File: src/rtl/boot_pkg.sv
// Shared constants for the UART boot sequencer:
// FSM state encodings, reply codes and the default frame sync byte.
package boot_pkg;

  localparam logic [2:0] ST_IDLE   = 3'd0;
  localparam logic [2:0] ST_LEN_HI = 3'd1;
  localparam logic [2:0] ST_LEN_LO = 3'd2;
  localparam logic [2:0] ST_DATA   = 3'd3;
  localparam logic [2:0] ST_CHECK  = 3'd4;
  localparam logic [2:0] ST_REPLY  = 3'd5;
  localparam logic [2:0] ST_RUN    = 3'd6;

  localparam logic [7:0] ACK_CODE     = 8'h06;
  localparam logic [7:0] NAK_CODE     = 8'h15;
  localparam logic [7:0] SYNC_DEFAULT = 8'hA5;

endpackage

File: src/rtl/boot_timeout_counter.sv
// Inter-byte idle counter. Ports: clk, rst (async high), clear,
// enable (count while set), expired (count reached TIMEOUT_CYC).
module boot_timeout_counter #(
  parameter int TIMEOUT_CYC = 1000000
) (
  input  logic clk,
  input  logic rst,
  input  logic clear,
  input  logic enable,
  output logic expired
);

  localparam int W = $clog2(TIMEOUT_CYC + 1);

  logic [W-1:0] cnt_q, cnt_d;

  assign expired = (cnt_q == W'(TIMEOUT_CYC));

  // Saturates at the limit so expiry stays visible until cleared.
  always_comb begin
    cnt_d = cnt_q;
    if (clear)
      cnt_d = '0;
    else if (enable && !expired)
      cnt_d = cnt_q + W'(1);
  end

  always_ff @(posedge clk or posedge rst) begin
    if (rst) cnt_q <= '0;
    else     cnt_q <= cnt_d;
  end

endmodule

File: src/rtl/uart_boot_sequencer.sv
// Boot loader: receives SYNC/LEN/data/CHK frames over UART, writes imem,
// replies ACK/NAK, then releases cpu_reset. Ports: UART rx/tx, imem write, boot_req.
module uart_boot_sequencer import boot_pkg::*; #(
  parameter int         ADDR_W      = 8,
  parameter int         MAX_WORDS   = 256,
  parameter int         TIMEOUT_CYC = 1000000,
  parameter logic [7:0] SYNC_BYTE   = SYNC_DEFAULT
) (
  input  logic              CLK,
  input  logic              reset,
  input  logic              rx_valid,
  input  logic [7:0]        rx_data,
  input  logic              tx_ready,
  output logic              tx_valid,
  output logic [7:0]        tx_data,
  input  logic              boot_req,
  output logic              imem_we,
  output logic [ADDR_W-1:0] imem_addr,
  output logic [31:0]       imem_wdata,
  output logic              cpu_reset,
  output logic              busy,
  output logic              err_timeout
);

  logic [2:0]        state_q, state_d;
  logic [7:0]        len_hi_q, len_hi_d;
  logic [15:0]       len_q, len_d;
  logic [15:0]       idx_q, idx_d;
  logic [1:0]        lane_q, lane_d;
  logic [23:0]       word_q, word_d;
  logic [7:0]        sum_q, sum_d;
  logic              we_q, we_d;
  logic [ADDR_W-1:0] addr_q, addr_d;
  logic [31:0]       wdata_q, wdata_d;
  logic              txv_q, txv_d;
  logic [7:0]        txd_q, txd_d;
  logic              err_q, err_d;

  logic        timed;
  logic        tmo_expired;
  logic [15:0] n_rx;
  logic [15:0] idx_nx;

  assign n_rx   = {len_hi_q, rx_data};
  assign idx_nx = idx_q + 16'd1;
  assign timed  = (state_q == ST_LEN_HI) || (state_q == ST_LEN_LO) ||
                  (state_q == ST_DATA)   || (state_q == ST_CHECK);

  boot_timeout_counter #(
    .TIMEOUT_CYC(TIMEOUT_CYC)
  ) u_tmo (
    .clk    (CLK),
    .rst    (reset),
    .clear  (rx_valid || (state_d != state_q)),
    .enable (timed),
    .expired(tmo_expired)
  );

  always_comb begin
    state_d  = state_q;
    len_hi_d = len_hi_q;
    len_d    = len_q;
    idx_d    = idx_q;
    lane_d   = lane_q;
    word_d   = word_q;
    sum_d    = sum_q;
    we_d     = 1'b0;
    addr_d   = addr_q;
    wdata_d  = wdata_q;
    txv_d    = txv_q;
    txd_d    = txd_q;
    err_d    = err_q;
    case (state_q)
      ST_IDLE: begin
        if (rx_valid && rx_data == SYNC_BYTE) begin
          state_d = ST_LEN_HI;
          sum_d   = '0;
          idx_d   = '0;
          lane_d  = '0;
          err_d   = 1'b0;
        end
      end
      ST_LEN_HI: begin
        if (rx_valid) begin
          len_hi_d = rx_data;
          state_d  = ST_LEN_LO;
        end
      end
      ST_LEN_LO: begin
        if (rx_valid) begin
          len_d = n_rx;
          if (n_rx == 16'd0) begin
            state_d = ST_CHECK;
          end else if (n_rx > 16'(MAX_WORDS)) begin
            state_d = ST_REPLY;
            txv_d   = 1'b1;
            txd_d   = NAK_CODE;
          end else begin
            state_d = ST_DATA;
          end
        end
      end
      ST_DATA: begin
        if (rx_valid) begin
          sum_d  = sum_q + rx_data;
          lane_d = lane_q + 2'd1;
          if (lane_q == 2'd3) begin
            we_d    = 1'b1;
            addr_d  = ADDR_W'(idx_q);
            wdata_d = {rx_data, word_q};
            idx_d   = idx_nx;
            if (idx_nx == len_q)
              state_d = ST_CHECK;
          end else begin
            word_d[8*lane_q +: 8] = rx_data;
          end
        end
      end
      ST_CHECK: begin
        if (rx_valid) begin
          state_d = ST_REPLY;
          txv_d   = 1'b1;
          txd_d   = (rx_data == sum_q) ? ACK_CODE : NAK_CODE;
        end
      end
      ST_REPLY: begin
        if (txv_q && tx_ready) begin
          txv_d   = 1'b0;
          state_d = (txd_q == ACK_CODE) ? ST_RUN : ST_IDLE;
        end
      end
      ST_RUN: begin
        if (boot_req)
          state_d = ST_IDLE;
      end
      default: state_d = ST_IDLE;
    endcase
    // A byte arriving on the expiry cycle keeps the frame alive.
    if (timed && !rx_valid && tmo_expired) begin
      state_d = ST_IDLE;
      err_d   = 1'b1;
    end
  end

  always_ff @(posedge CLK or posedge reset) begin
    if (reset) begin
      state_q  <= ST_IDLE;
      len_hi_q <= '0;
      len_q    <= '0;
      idx_q    <= '0;
      lane_q   <= '0;
      word_q   <= '0;
      sum_q    <= '0;
      we_q     <= 1'b0;
      addr_q   <= '0;
      wdata_q  <= '0;
      txv_q    <= 1'b0;
      txd_q    <= '0;
      err_q    <= 1'b0;
    end else begin
      state_q  <= state_d;
      len_hi_q <= len_hi_d;
      len_q    <= len_d;
      idx_q    <= idx_d;
      lane_q   <= lane_d;
      word_q   <= word_d;
      sum_q    <= sum_d;
      we_q     <= we_d;
      addr_q   <= addr_d;
      wdata_q  <= wdata_d;
      txv_q    <= txv_d;
      txd_q    <= txd_d;
      err_q    <= err_d;
    end
  end

  assign tx_valid    = txv_q;
  assign tx_data     = txd_q;
  assign imem_we     = we_q;
  assign imem_addr   = addr_q;
  assign imem_wdata  = wdata_q;
  assign cpu_reset   = (state_q != ST_RUN);
  assign busy        = timed || (state_q == ST_REPLY);
  assign err_timeout = err_q;

endmodule

File: config.mk
export PLATFORM = sky130hd
export DESIGN_NAME = uart_boot_sequencer
export DESIGN_NICKNAME = d
export VERILOG_FILES = /design/src/rtl/boot_pkg.sv /design/src/rtl/boot_timeout_counter.sv /design/src/rtl/uart_boot_sequencer.sv
export SDC_FILE = /design/constraint.sdc
export NUM_CORES = 1
export LEC_CHECK = 0
export ABC_AREA = 1
export BUFFER_PORTS_ARGS = -buffer_cell sky130_fd_sc_hd__buf_2
export CAP_MARGIN = 20
export CORE_ASPECT_RATIO = 0.7
export CORE_MARGIN = 8
export CORE_UTILIZATION = 25
export DETAILED_ROUTE_END_ITERATION = 7
export GPL_TIMING_DRIVEN = 1
export PLACE_DENSITY_LB_ADDON = 0.1
export SLEW_MARGIN = 20
export SYNTH_ARGS = -nofsm -noshare
export SYNTH_HDL_FRONTEND = slang
export SYNTH_HIERARCHICAL = 1
export SYNTH_SLANG_ARGS = --single-unit
File: constraint.sdc
create_clock -name CLK -period 3.7 [get_ports CLK]
set_input_delay 0.185 -clock CLK [delete_from_list [all_inputs] [get_ports CLK]]
set_output_delay 0.185 -clock CLK [all_outputs]
set_load 0.05 [all_outputs]
Word level (Yosys, flattened, before mapping)

Index checks and enable logic that the tools add are counted.

Register bits: 148
Output and inout port bits: 53

$add $sub $neg: 5
Order comparisons: 1
Equality and inequality tests: 22
Shifts and indexed selects: 2
Muxes and demuxes: 45
Bitwise gates (word level): 1
Reduce and logical (&&, ||, !) cells: 29

Operators by type and width:

| kind                    | number |
|---|---|
| $mux 16                 | 3 |
| $mux 8                  | 6 |
| $mux 20                 | 2 |
| $mux 3                  | 13 |
| $neg 5->34              | 1 |
| $shift 8x34->24 const A | 1 |
| $shiftx 8x34->24        | 1 |
| $pmux 16 s2             | 1 |
| $pmux 8 s2              | 2 |
| $bwmux 24               | 1 |
| $pmux 3 s7              | 1 |
| $add 20x1->20 const B   | 1 |
| $eq 20x20->1 const B    | 1 |
| $add 16x1->16 const B   | 1 |
| $eq 16x16->1            | 1 |
| $gt 16x9->1 const B     | 1 |
| $logic_not 16->1        | 1 |
| $ne 2x2->1 const B      | 6 |
| $mux 1                  | 11 |
| $reduce_bool 2->1       | 5 |
| $eq 3x3->1 const B      | 3 |
| $reduce_and 3->1        | 3 |
| $add 8x8->8             | 1 |
| $eq 8x3->1 const B      | 1 |
| 23 further kinds        | 37 |

Logic depth before layout (Yosys ltp)

Gate-level depths: netlist of run 1.

Word-level depth: 10
Gate-level depth with buffers: 23
Depth with buffers taken out: 22

By module

Netlist of run 1, hierarchy kept.

Modules (own cells, without submodules):

| module               | times used | cells an instance | area each (um2) | seq. area each (um2) |
|---|---|---|---|---|
| uart_boot_sequencer  | 1          | 766               | 6110.9          | 3078.0 |
| boot_timeout_counter | 1          | 213               | 1481.4          | 500.5 |

Worst setup path before layout of run 1

Ideal clock, no wire load.

Kind: register to register
Start point: register idx_q[0]
End point: register u_tmo.cnt_q[10]
Data arrival time: 2.419 ns
Setup slack: 1.215 ns
Cell stages (with the launch flop): 21
Buffers on the path: 1
Path through: dfrtp_1 > ha_1 > nand2_1 > nor2_4 > nand3_1 > nand2_1 > nand2_1 > nand2_1 > nand2_1 > nor2_1 > nand2_1 > nor2_1 > nand3_1 > nand2_1 > nand2_1 > a21oi_1 > nand3_1 > inv_1 > clkbuf_1 > nand3_1 > nand2_1

Cells in the longest elaborated chain, start to end: 10
Elaborated cells between the ends (all ways): 11
Those cells by class: add/sub: 1; eq/ne: 2; mux: 6; reduce/logical: 2

RTL lines:

| item                                         | RTL line                   | text |
|---|---|---|
| start: declaration                           | uart_boot_sequencer.sv:28  | `logic [15:0] idx_q, idx_d;` |
| start signal: assignment                     | uart_boot_sequencer.sv:164 | `idx_q <= idx_d;` |
| $add 16x1->16 *                              | uart_boot_sequencer.sv:45  | `assign idx_nx = idx_q + 16'd1;` |
| $eq 16x16->1 *                               | uart_boot_sequencer.sv:112 | `if (idx_nx == len_q)` |
| $mux 3 *                                     | uart_boot_sequencer.sv:112 |  |
| $mux 3 *                                     | uart_boot_sequencer.sv:107 | `if (lane_q == 2'd3) begin` |
| $mux 3 *                                     | uart_boot_sequencer.sv:104 | `if (rx_valid) begin` |
| $pmux 3 s7 *                                 | uart_boot_sequencer.sv:73  | `case (state_q)` |
| $mux 3 *                                     | uart_boot_sequencer.sv:139 | `if (timed && !rx_valid && tmo_expired) begin` |
| $ne 3x3->1 *                                 | uart_boot_sequencer.sv:54  | `.clear (rx_valid \|\| (state_d != state_q)),` |
| $logic_or 1x1->1 *                           | uart_boot_sequencer.sv:54  |  |
| $mux 20 or $reduce_bool 2->1 (tied branches) | --                         |  |
| end signal: assignment                       | boot_timeout_counter.sv:30 | `else cnt_q <= cnt_d;` |
| end: declaration                             | boot_timeout_counter.sv:15 | `logic [W-1:0] cnt_q, cnt_d;` |

Every way passes the cells marked *; elsewhere a longest branch is shown, timed or not.
A chain may end at the register's enable or synchronous reset.

Worst setup path after layout of run 1

Start point: register idx_q[0]
End point: register u_tmo.cnt_q[9]

The elaborated chain is that of the path after synthesis.

==> Flow_metrics.wiki, run 1 <==
{| class="wikitable"
! Metric !! Value
|-
| Top library cells by usage in the layout, fill and taps aside || 251 x sky130_fd_sc_hd__nand2_1, 143 x sky130_fd_sc_hd__dfrtp_1, 116 x sky130_fd_sc_hd__inv_1
|-
| IO Count || 66
|-
| Yosys warning count || 6
|-
| Maximum fanout along the worst path || 13
|-
| Floorplan Core Area || 30,000 um^2
|-
| Height of the chip || about 160 um
|-
| Cell accounting for the most synthesized area || sky130_fd_sc_hd__dfrtp_1
|-
| Setup slack of the worst register-to-register path || 500 ps
|-
| Start of the worst register-to-register path || idx_q[0]
|-
| DRC errors left || 0
|-
| Clock Latency Late Sink || about 440 ps
|-
| Fraction of final layout cells with drive strength greater than 1 || between 10 and 15%
|-
| Capturing point of the worst reg2reg path || u_tmo/cnt_q[9]
|-
| Critical Path AT || approximately 3600 ps
|-
| Post-CTS Setup Repair Bufs || 0
|-
| Required time at the worst-slack endpoint || roughly 4100 ps
|-
| Relative contribution of sequential cells to total power || around 33%
|-
| Number of max-slew violations in the final report || 0
|-
| Antenna cells || 0
|-
| Number of clock buffers inserted by TritonCTS || 17
|-
| Primary flip-flop cell chosen by synthesis mapping || sky130_fd_sc_hd__dfrtp_1
|-
| Starting density of the core || roughly 25%
|-
| Die ar. || about 36,000 um^2
|-
| Part of the power in combinational logic || between 40% and 50%
|-
| Type of element launching the critical path || flop
|-
| Relative slew slack || between 40% and 50%
|-
| Number of global-route vias before repair || roughly 6,400
|-
| Hold depth || 4
|-
| Total detailed-routing wirelength || roughly 23,000 um
|-
| # clock sinks || 143
|-
| Global-route wire length before repair || ~37,000 um
|-
| Share of the synthesized area in the top cell type || around 47%
|-
| Die width || about 220 um
|-
| Hold crit path type || primary input to flop
|-
| Area growth syn-to-layout || 17.1%
|-
| Mean instance size in the synthesized netlist || 7.76 um^2
|-
| Detail Route Antenna Nets || 0
|-
| Worst slack at placement || around 560 ps
|-
| Worst hold path startpoint || tx_ready
|-
| Clock root buffer master || sky130_fd_sc_hd__clkbuf_16
|-
| NetSw || 3.65 mW
|-
| Final Hold Viols || 0
|-
| EDFF count, synth || 0
|-
| Total negative slack || 0 ps
|-
| IR drop worst, VDD || between 0.0003 and 0.0004 V
|-
| Mapped Cells || 979
|-
| Crit Path Class || flop to flop
|-
| Outcome || finished, final reports clean
|-
| GR Util All Layers || a little over an eighth
|-
| Maximum capacitance violations || 0
|-
| Port Buffers || 61
|-
| Terminating pin of the worst hold path || tx_valid
|-
| Mapped cell area || approximately 7600 um^2
|-
| Overflow left after global routing || 0
|-
| Distinct cells, synth || 45
|-
| Slew at the pin closest to its max-slew limit || 870 ps
|-
| Top cells by area in the synthesized netlist || sky130_fd_sc_hd__dfrtp_1 47%, sky130_fd_sc_hd__nand2_1 12%, sky130_fd_sc_hd__nand3_1 6.6%, sky130_fd_sc_hd__o21ai_0 6.5%, sky130_fd_sc_hd__inv_1 5.8%
|-
| Min Tclk post-route || about 3200 ps
|-
| Vias per cell || 4.38
|-
| Sequential share of the synthesized area || between 40% and 50%
|-
| Fill cell total of the finished layout || ~3,300
|-
| Post-route clock skew || about 8.5 ps
|-
| Final setup slack of the worst path || between 500 and 600 ps
|-
| Longest Clk Path Bufs || 2
|-
| Site Rows || between 50 and 60
|-
| Depth of the worst register-to-register path || 20
|-
| Weighted congestion at the end of routability-driven global placement || slightly below 0.8
|-
| Layout Nets || between 1,000 and 1,500
|-
| Detailed placement HPWL || 16,900 um
|-
| Final setup violation count || 0
|-
| Number of synthesized register bits || roughly 140
|-
| Sum of internal, switching and leakage power || between 7 and 8 mW
|-
| Peak clock frequency supported by timing || about 0.31 GHz
|-
| Via total after detailed routing || between 6,000 and 7,000
|-
| Number of antenna violations at the first check in global routing || 2
|-
| Count of cells resized by post-cts repair || 0
|-
| PwrDens || between 800 and 900 nW/um^2
|-
| Crit path capture type || flop
|-
| CTS tree || built
|-
| Final cycle utilization of the critical path || a little under nine tenths
|-
| Largest net degree at the start of global routing || between 90 and 100
|-
| Ys async rst share || between 90% and 100%
|-
| # H-tree levels || 4
|-
| Setup repair after global routing missed its margin || false
|-
| P_int || around 4 mW
|-
| Clock-pin slew of the registers on the worst-case setup and hold paths || 60 ps
|-
| Initial DRC count || 422
|-
| Routed WL per cell || 15.5 um
|-
| Clock network fraction of total power || a little over a fifth
|-
| Leakage Power || about 4.4 nW
|-
| Switching Fraction || between 40% and 50%
|-
| Most common cell after layout, fill and taps aside || sky130_fd_sc_hd__nand2_1
|-
| Detailed-routing iteration count for the pre-antenna-repair pass || 5
|}
==> flip-flops by register name, summed over array words and instances (netlist names), 8 cells and up <==
name	flops
idx_q	16
imem_addr	8
imem_wdata	32
len_hi_q	8
len_q	16
sum_q	8
u_tmo/cnt_q	20
word_q	24
==> repair_timing <==
action / in CTS / in global routing
setup endpoints to repair: 0 / 0
hold endpoints to repair: 109 / 0
hold buffers: 1 / 0
==> cell families after synthesis <==
logic type                 share of synthesized area [%]
AOI/OAI and AO/OA                                   9.66
buffers and inverters                               8.34
DFF                                                 47.1
adders and majority gates                           2.74
xor gates and xnor gates                            2.14
and+or+nand+nor                                     29.9
other                                             0.0494
==> area by class of cell <==
type | count | area [um^2] | share of cell area (%)
Clock buffer | 18 | 439 | 4.94
Clock inverter | 12 | 114 | 1.28
Inverter | 127 | 482 | 5.42
Multi-Input combinational cell | 682 | 3390 | 38.2
Sequential cell | 143 | 3580 | 40.3
Tap cell | 412 | 515 | 5.80
Timing Repair Buffer | 69 | 368 | 4.14
==> how the worst max path moves through the flow <==
| stage | from | to | slack [ps] | depth (start not counted) |
|---|---|---|---|---|
| after floorplan | reset | err_timeout | 240 | 1 |
| after global placement | idx_q[0] | u_tmo/cnt_q[11] | 600 | 20 |
| after detailed placement | idx_q[0] | u_tmo/cnt_q[9] | 560 | 20 |
| after CTS | idx_q[0] | u_tmo/cnt_q[9] | 550 | 20 |
| after global routing | idx_q[0] | u_tmo/cnt_q[8] | 80 | 20 |
| final | idx_q[0] | u_tmo/cnt_q[9] | 500 | 20 |
==> power groups by stage <==
stage | combinational, mW | clock, mW | sequential (mW)
floorplan | 2.09 | 0 | 3.01
global placement | 3.51 | 0 | 2.54
detailed placement | 3.49 | 0 | 2.54
CTS | 3.51 | 1.73 | 2.51
global route | 3.94 | 1.79 | 2.59
finish | 3.48 | 1.67 | 2.51
==> synthesized netlist by cell type (3+ instances only) <==
| cell | number |
|---|---|
| sky130_fd_sc_hd__o21ai_0 | 99 |
| sky130_fd_sc_hd__inv_1 | 117 |
| sky130_fd_sc_hd__nand4_1 | 16 |
| sky130_fd_sc_hd__nand2_2 | 3 |
| sky130_fd_sc_hd__and3_1 | 3 |
| sky130_fd_sc_hd__xor2_1 | 13 |
| sky130_fd_sc_hd__clkbuf_1 | 13 |
| sky130_fd_sc_hd__o22ai_1 | 11 |
| sky130_fd_sc_hd__clkinv_1 | 3 |
| sky130_fd_sc_hd__nor3_1 | 6 |
| sky130_fd_sc_hd__nor2_1 | 93 |
| sky130_fd_sc_hd__dfrtp_1 | 143 |
| sky130_fd_sc_hd__nor2_2 | 9 |
| sky130_fd_sc_hd__buf_2 | 8 |
| sky130_fd_sc_hd__nor2_4 | 7 |
| sky130_fd_sc_hd__ha_1 | 15 |
| sky130_fd_sc_hd__nand3_1 | 100 |
| sky130_fd_sc_hd__nand2_1 | 251 |
| sky130_fd_sc_hd__nand3b_1 | 3 |
| sky130_fd_sc_hd__a21oi_1 | 9 |
| sky130_fd_sc_hd__o21ai_1 | 7 |
| sky130_fd_sc_hd__nor4_1 | 6 |
| sky130_fd_sc_hd__xnor2_1 | 3 |
| sky130_fd_sc_hd__inv_2 | 7 |
| sky130_fd_sc_hd__buf_4 | 5 |
| sky130_fd_sc_hd__a22o_1 | 3 |
==> worst max-delay path: stages (launching register included) <==
cell                      delay (ps)
sky130_fd_sc_hd__dfrtp_1         430
sky130_fd_sc_hd__ha_1            210
sky130_fd_sc_hd__nand3_1         190
sky130_fd_sc_hd__nor2_2          220
sky130_fd_sc_hd__nand2_1         100
sky130_fd_sc_hd__nand2_1          90
sky130_fd_sc_hd__nand2_1          50
sky130_fd_sc_hd__nand2_1         120
sky130_fd_sc_hd__nand2_1          70
sky130_fd_sc_hd__nor2_1          100
sky130_fd_sc_hd__nand2_1          60
sky130_fd_sc_hd__nor2_1          140
sky130_fd_sc_hd__nand3_1         130
sky130_fd_sc_hd__nand2_1          90
sky130_fd_sc_hd__nand2_1          70
sky130_fd_sc_hd__a21oi_1         130
sky130_fd_sc_hd__nand3_1         110
sky130_fd_sc_hd__inv_1           370
sky130_fd_sc_hd__buf_4           270
sky130_fd_sc_hd__nand3_1         100
sky130_fd_sc_hd__nand2_1          80
==> stage by stage <==
stage                     utilization, %  cell area (um^2)  std cells  hold slack (ps)
final                               29.7              8890       1463             54.7
after global routing                29.7              8890       1463             53.4
after CTS                           29.7              8890       1463             40.8
after detailed placement            27.8              8330       1432              457
after global placement              27.8              8330       1432              465
after floorplan                        -              7600        982              149
==> per-layer routing <==
layer / global-route usage [%] / part of all wire, % / up-vias
li1: - / - / 3285
met1: 20.3 / 57 / 3007
met2: 17.1 / 37 / 96
met3: 2.95 / 4.0 / 17
met4: 4.09 / 1.2 / 2
met5: 0 / 0.057 / -
No activity file was read; power rests on OpenSTA's default activity.
==> run 2: changes to the inputs <==
SYNTH_HIERARCHICAL = default   (was 1)
==> Flow_metrics.wiki, run 2 <==
{| class="wikitable"
! Metric !! Value
|-
| EDFF count, synth || 0 (unchanged)
|-
| Storage element area || 3580 um^2 (unchanged)
|-
| Post-route clock skew || 11.8 ps (+3.29 ps)
|-
| Sequential share of the synthesized area || 48.7% (+1.6 points)
|-
| Crit Path Class || flop to flop
|-
| Fill cell total of the finished layout || 3,146 (-6.1%)
|-
| Count of non-filler cells in the finished layout || 1,377 (-5.9%)
|-
| Number of antenna violations at the first check in global routing || 0 (-2)
|-
| Weighted congestion at the end of routability-driven global placement || 0.772 (-2.8%)
|-
| Floorplan Core Area || 28,900 um^2 (-3.6%)
|-
| Top cells by area in the synthesized netlist || sky130_fd_sc_hd__dfrtp_1 49%, sky130_fd_sc_hd__nand2_1 11%, sky130_fd_sc_hd__o21ai_0 7.3%, sky130_fd_sc_hd__inv_1 6.2%, sky130_fd_sc_hd__nand3_1 5.5%
|-
| Routed WL per cell || 15.3 um (-1.8%)
|-
| Hold crit path type || primary input to flop
|-
| DRC errors left || 0 (unchanged)
|-
| Detailed placement HPWL || 15,400 um (-8.9%)
|-
| Share of the synthesized area in the top cell type || 48.7% (+1.6 points)
|-
| Primary flip-flop cell chosen by synthesis mapping || sky130_fd_sc_hd__dfrtp_1
|-
| Total negative slack || 0 ps (unchanged)
|-
| Number of synthesized register bits || 143 (unchanged)
|-
| Longest Clk Path Bufs || 2 (unchanged)
|-
| Top library cells by usage in the layout, fill and taps aside || 215 x sky130_fd_sc_hd__nand2_1, 143 x sky130_fd_sc_hd__dfrtp_1, 120 x sky130_fd_sc_hd__inv_1
|-
| Antenna cells || 0 (unchanged)
|-
| Area growth syn-to-layout || 18.3%
|-
| Area fraction in compound gates after synthesis || 9.75% (+0.092 points)
|-
| Number of global-route vias before repair || 5,886 (-7.4%)
|-
| Leakage Power || 4.16 nW (-5.6%)
|-
| Cell with the most instances after synthesis || sky130_fd_sc_hd__nand2_1
|-
| Maximum fanout along the worst path || 20 (+7)
|-
| Footprint of the multi-input gates || 3160 um^2 (-6.8%)
|-
| Ys async rst share || 100% (unchanged)
|-
| Setup repair after global routing missed its margin || false
|-
| Type of element launching the critical path || flop
|-
| Part of the power in combinational logic || 43.6% (-1.9 points)
|-
| P_int || 4.16 mW (+3.7%)
|-
| Number of max-slew violations in the final report || 0 (unchanged)
|-
| Detailed-routing iteration count for the pre-antenna-repair pass || 5 (unchanged)
|-
| Relative contribution of sequential cells to total power || 33.4% (+0.6 points)
|-
| Number of clock buffers inserted by TritonCTS || 17 (unchanged)
|-
| Clock Latency Late Sink || 430 ps (about the same)
|-
| Peak clock frequency supported by timing || 0.355 GHz (+13%)
|-
| Most common cell after layout, fill and taps aside || sky130_fd_sc_hd__nand2_1
|-
| Fraction of synthesized cell area in xor and xnor cells || 2.74% (+0.60 points)
|-
| Final Hold Viols || 0 (unchanged)
|-
| PwrDens || 895 nW/um^2 (+3.9%)
|-
| Detail Route Antenna Nets || 0 (unchanged)
|-
| Mean instance size in the synthesized netlist || 8.00 um^2 (+3.1%)
|-
| Cell accounting for the most synthesized area || sky130_fd_sc_hd__dfrtp_1
|-
| Switching Fraction || 46.5% (-1.2 points)
|-
| IR drop worst, VDD || 0.000333 V (+2.4%)
|-
| Start of the worst register-to-register path || idx_q[0]
|-
| Fraction of final layout cells with drive strength greater than 1 || 14.4% (+1.6 points)
|-
| Via total after detailed routing || 6,025 (-6.0%)
|-
| Largest register FFs || 32 (unchanged)
|-
| # H-tree levels || 4 (unchanged)
|-
| CTS tree || built
|-
| Crit path capture type || flop
|-
| Starting density of the core || 25.4% (+0.082 points)
|-
| Yosys warning count || 0 (-6)
|-
| Combinational family with the most area after synthesis || simple AND/OR/NAND/NOR gates
|-
| Relative slew slack || 32.3% (-9.7 points)
|-
| Required time at the worst-slack endpoint || 4060 ps (-30 ps)
|-
| Vias per cell || 4.38 (about the same)
|-
| Final setup violation count || 0 (unchanged)
|-
| Worst hold path startpoint || rx_data[2]
|-
| Critical Path AT || 3180 ps (-400 ps)
|-
| Site Rows || 52 (-1.9%)
|-
| Top cell types by occurrence after synthesis || 216 x sky130_fd_sc_hd__nand2_1, 143 x sky130_fd_sc_hd__dfrtp_1, 121 x sky130_fd_sc_hd__inv_1
|-
| NetSw || 3.61 mW (-1.0%)
|-
| Port Buffers || 61 (unchanged)
|-
| Overflow left after global routing || 0 (unchanged)
|-
| Mapped cell area || 7340 um^2 (-3.3%)
|-
| Global-route wire length before repair || 34,200 um (-7.2%)
|-
| Clock root buffer master || sky130_fd_sc_hd__clkbuf_16
|-
| Die ar. || 35,200 um^2 (-3.0%)
|-
| GR Util All Layers || 12.1% (-0.90 points)
|-
| Simple logic cell fraction of the synthesized area || 27.5% (-2.5 points)
|-
| Critical path launch point || idx_q[0]
|-
| Multiplexer share of the synthesized area || 0% (unchanged)
|-
| Initial DRC count || 361 (-14%)
|-
| Fraction of the mapped netlist area in adder cells || 2.83% (+0.094 points)
|-
| Mapped Cells || 918 (-6.2%)
|-
| Clock-pin slew of the registers on the worst-case setup and hold paths || 70 ps (about the same)
|-
| IO Count || 66 (unchanged)
|-
| Maximum capacitance violations || 0 (unchanged)
|-
| Slew at the pin closest to its max-slew limit || 1010 ps (+137 ps)
|-
| Height of the chip || 159 um (-1.5%)
|-
| Largest net degree at the start of global routing || 87 (-5.4%)
|-
| Cell count after placement || 1,344 (-6.1%)
|-
| Count of cells resized by post-cts repair || 0 (unchanged)
|-
| Total detailed-routing wirelength || 21,000 um (-7.5%)
|-
| Layout Nets || 1,015 (-5.1%)
|-
| Die width || 221 um (-1.6%)
|-
| Clock network fraction of total power || 23.0% (+1.2 points)
|-
| Final cycle utilization of the critical path || 76.1% (-10 points)
|-
| # clock sinks || 143 (unchanged)
|-
| Distinct cells, synth || 37 (-18%)
|-
| Outcome || finished, final reports clean
|-
| Min Tclk post-route || 2820 ps (-379 ps)
|}
-- run 2: cell types whose count changed in the layout (fill, tap and decap cells not counted), moves of 5 or more --
cell,change
sky130_fd_sc_hd__o21ai_1,-6
sky130_fd_sc_hd__nand2_1,-36
sky130_fd_sc_hd__nor2_1,-29
sky130_fd_sc_hd__nor3_1,+6
sky130_fd_sc_hd__o21ai_0,+8
sky130_fd_sc_hd__nor2_2,+17
sky130_fd_sc_hd__buf_4,+5
sky130_fd_sc_hd__nand4_1,+9
sky130_fd_sc_hd__nand3_1,-20
sky130_fd_sc_hd__inv_2,-5
-- run 2: worst max-delay path: stages (launching register included) --
cell	delay [ps]
sky130_fd_sc_hd__dfrtp_1	440
sky130_fd_sc_hd__ha_1	250
sky130_fd_sc_hd__nand2_1	140
sky130_fd_sc_hd__nor2_4	260
sky130_fd_sc_hd__nand3_1	140
sky130_fd_sc_hd__nand3_1	120
sky130_fd_sc_hd__nand2_1	50
sky130_fd_sc_hd__nor2_1	90
sky130_fd_sc_hd__nand3_1	130
sky130_fd_sc_hd__nor2_1	170
sky130_fd_sc_hd__nand3_1	110
sky130_fd_sc_hd__nand2_1	100
sky130_fd_sc_hd__nand2_1	80
sky130_fd_sc_hd__nand2_1	100
sky130_fd_sc_hd__nand2_1	60
sky130_fd_sc_hd__nand2_1	80
sky130_fd_sc_hd__nand3_2	60
sky130_fd_sc_hd__buf_4	240
sky130_fd_sc_hd__nor2_2	110
-- run 2: logic make-up (layout without fill, tap and decap cells) --
group	count (synthesis)	in the layout
other	1	4
XOR/XNOR	23	23
flip-flops	143	143
AO/OA/AOI/OAI	135	135
AND/OR/NAND/NOR	448	448
buffers and inverters	152	230
adder cells (fa/ha/maj)	16	16
-- run 2: metal layers --
layer  track usage, %  share of wire (%)
met1             19.3                 58
met2             15.5                 37
met3             2.91                3.7
met4             3.09               0.97
met5                0                  0
-- run 2: area by class of cell --
type,instances,share of cell area (%)
clock buffers,18,4.94
clock inverters,14,1.93
inverters,124,5.40
multi-input cells,626,36.4
flip-flops and latches,143,41.2
well taps,378,5.45
repair buffers,74,4.67
-- run 2: through the flow --
stage          hold slack (ps)  power, mW  setup slack [ps]  instance area, um^2  util [%]
2_1_floorplan              306       5.14              1530                 7360         -
3_3_place_gp               130       6.04               918                 8080      28.0
3_5_place_dp               134       6.03               897                 8080      28.0
4_1_cts                   55.6       7.86               877                 8680      30.1
5_1_grt                   76.4       8.39               590                 8680      30.1
6_report                  63.7       7.77               883                 8680      30.1
-- run 2: power by group through the flow --
stage,clock network (mW),logic [mW],registers [mW]
2_1_floorplan,0,1.88,3.26
3_5_place_dp,0,3.40,2.63
4_1_cts,1.84,3.42,2.60
6_report,1.78,3.39,2.60
3_3_place_gp,0,3.42,2.62
5_1_grt,1.90,3.79,2.69
-- run 2: repair_timing --
| action | in CTS | in global routing |
|---|---|---|
| buffers inserted | 0 | 0 |
| endpoints found under the hold margin | 7 | 0 |
| hold buffers | 1 | 0 |
-- run 2: path summary, 6_finish.rpt --
path                            slack [ps]  cells after the start             end
worst max register to register         880                     18  u_tmo.cnt_q[2]
min in group asynchronous              230                      3  imem_wdata[17]
worst max-delay path                   880                     18  u_tmo.cnt_q[2]
max in group asynchronous             2500                      4      state_q[1]
worst min-delay path                    60                      3     len_hi_q[2]
worst min register to register         480                      2    imem_addr[4]
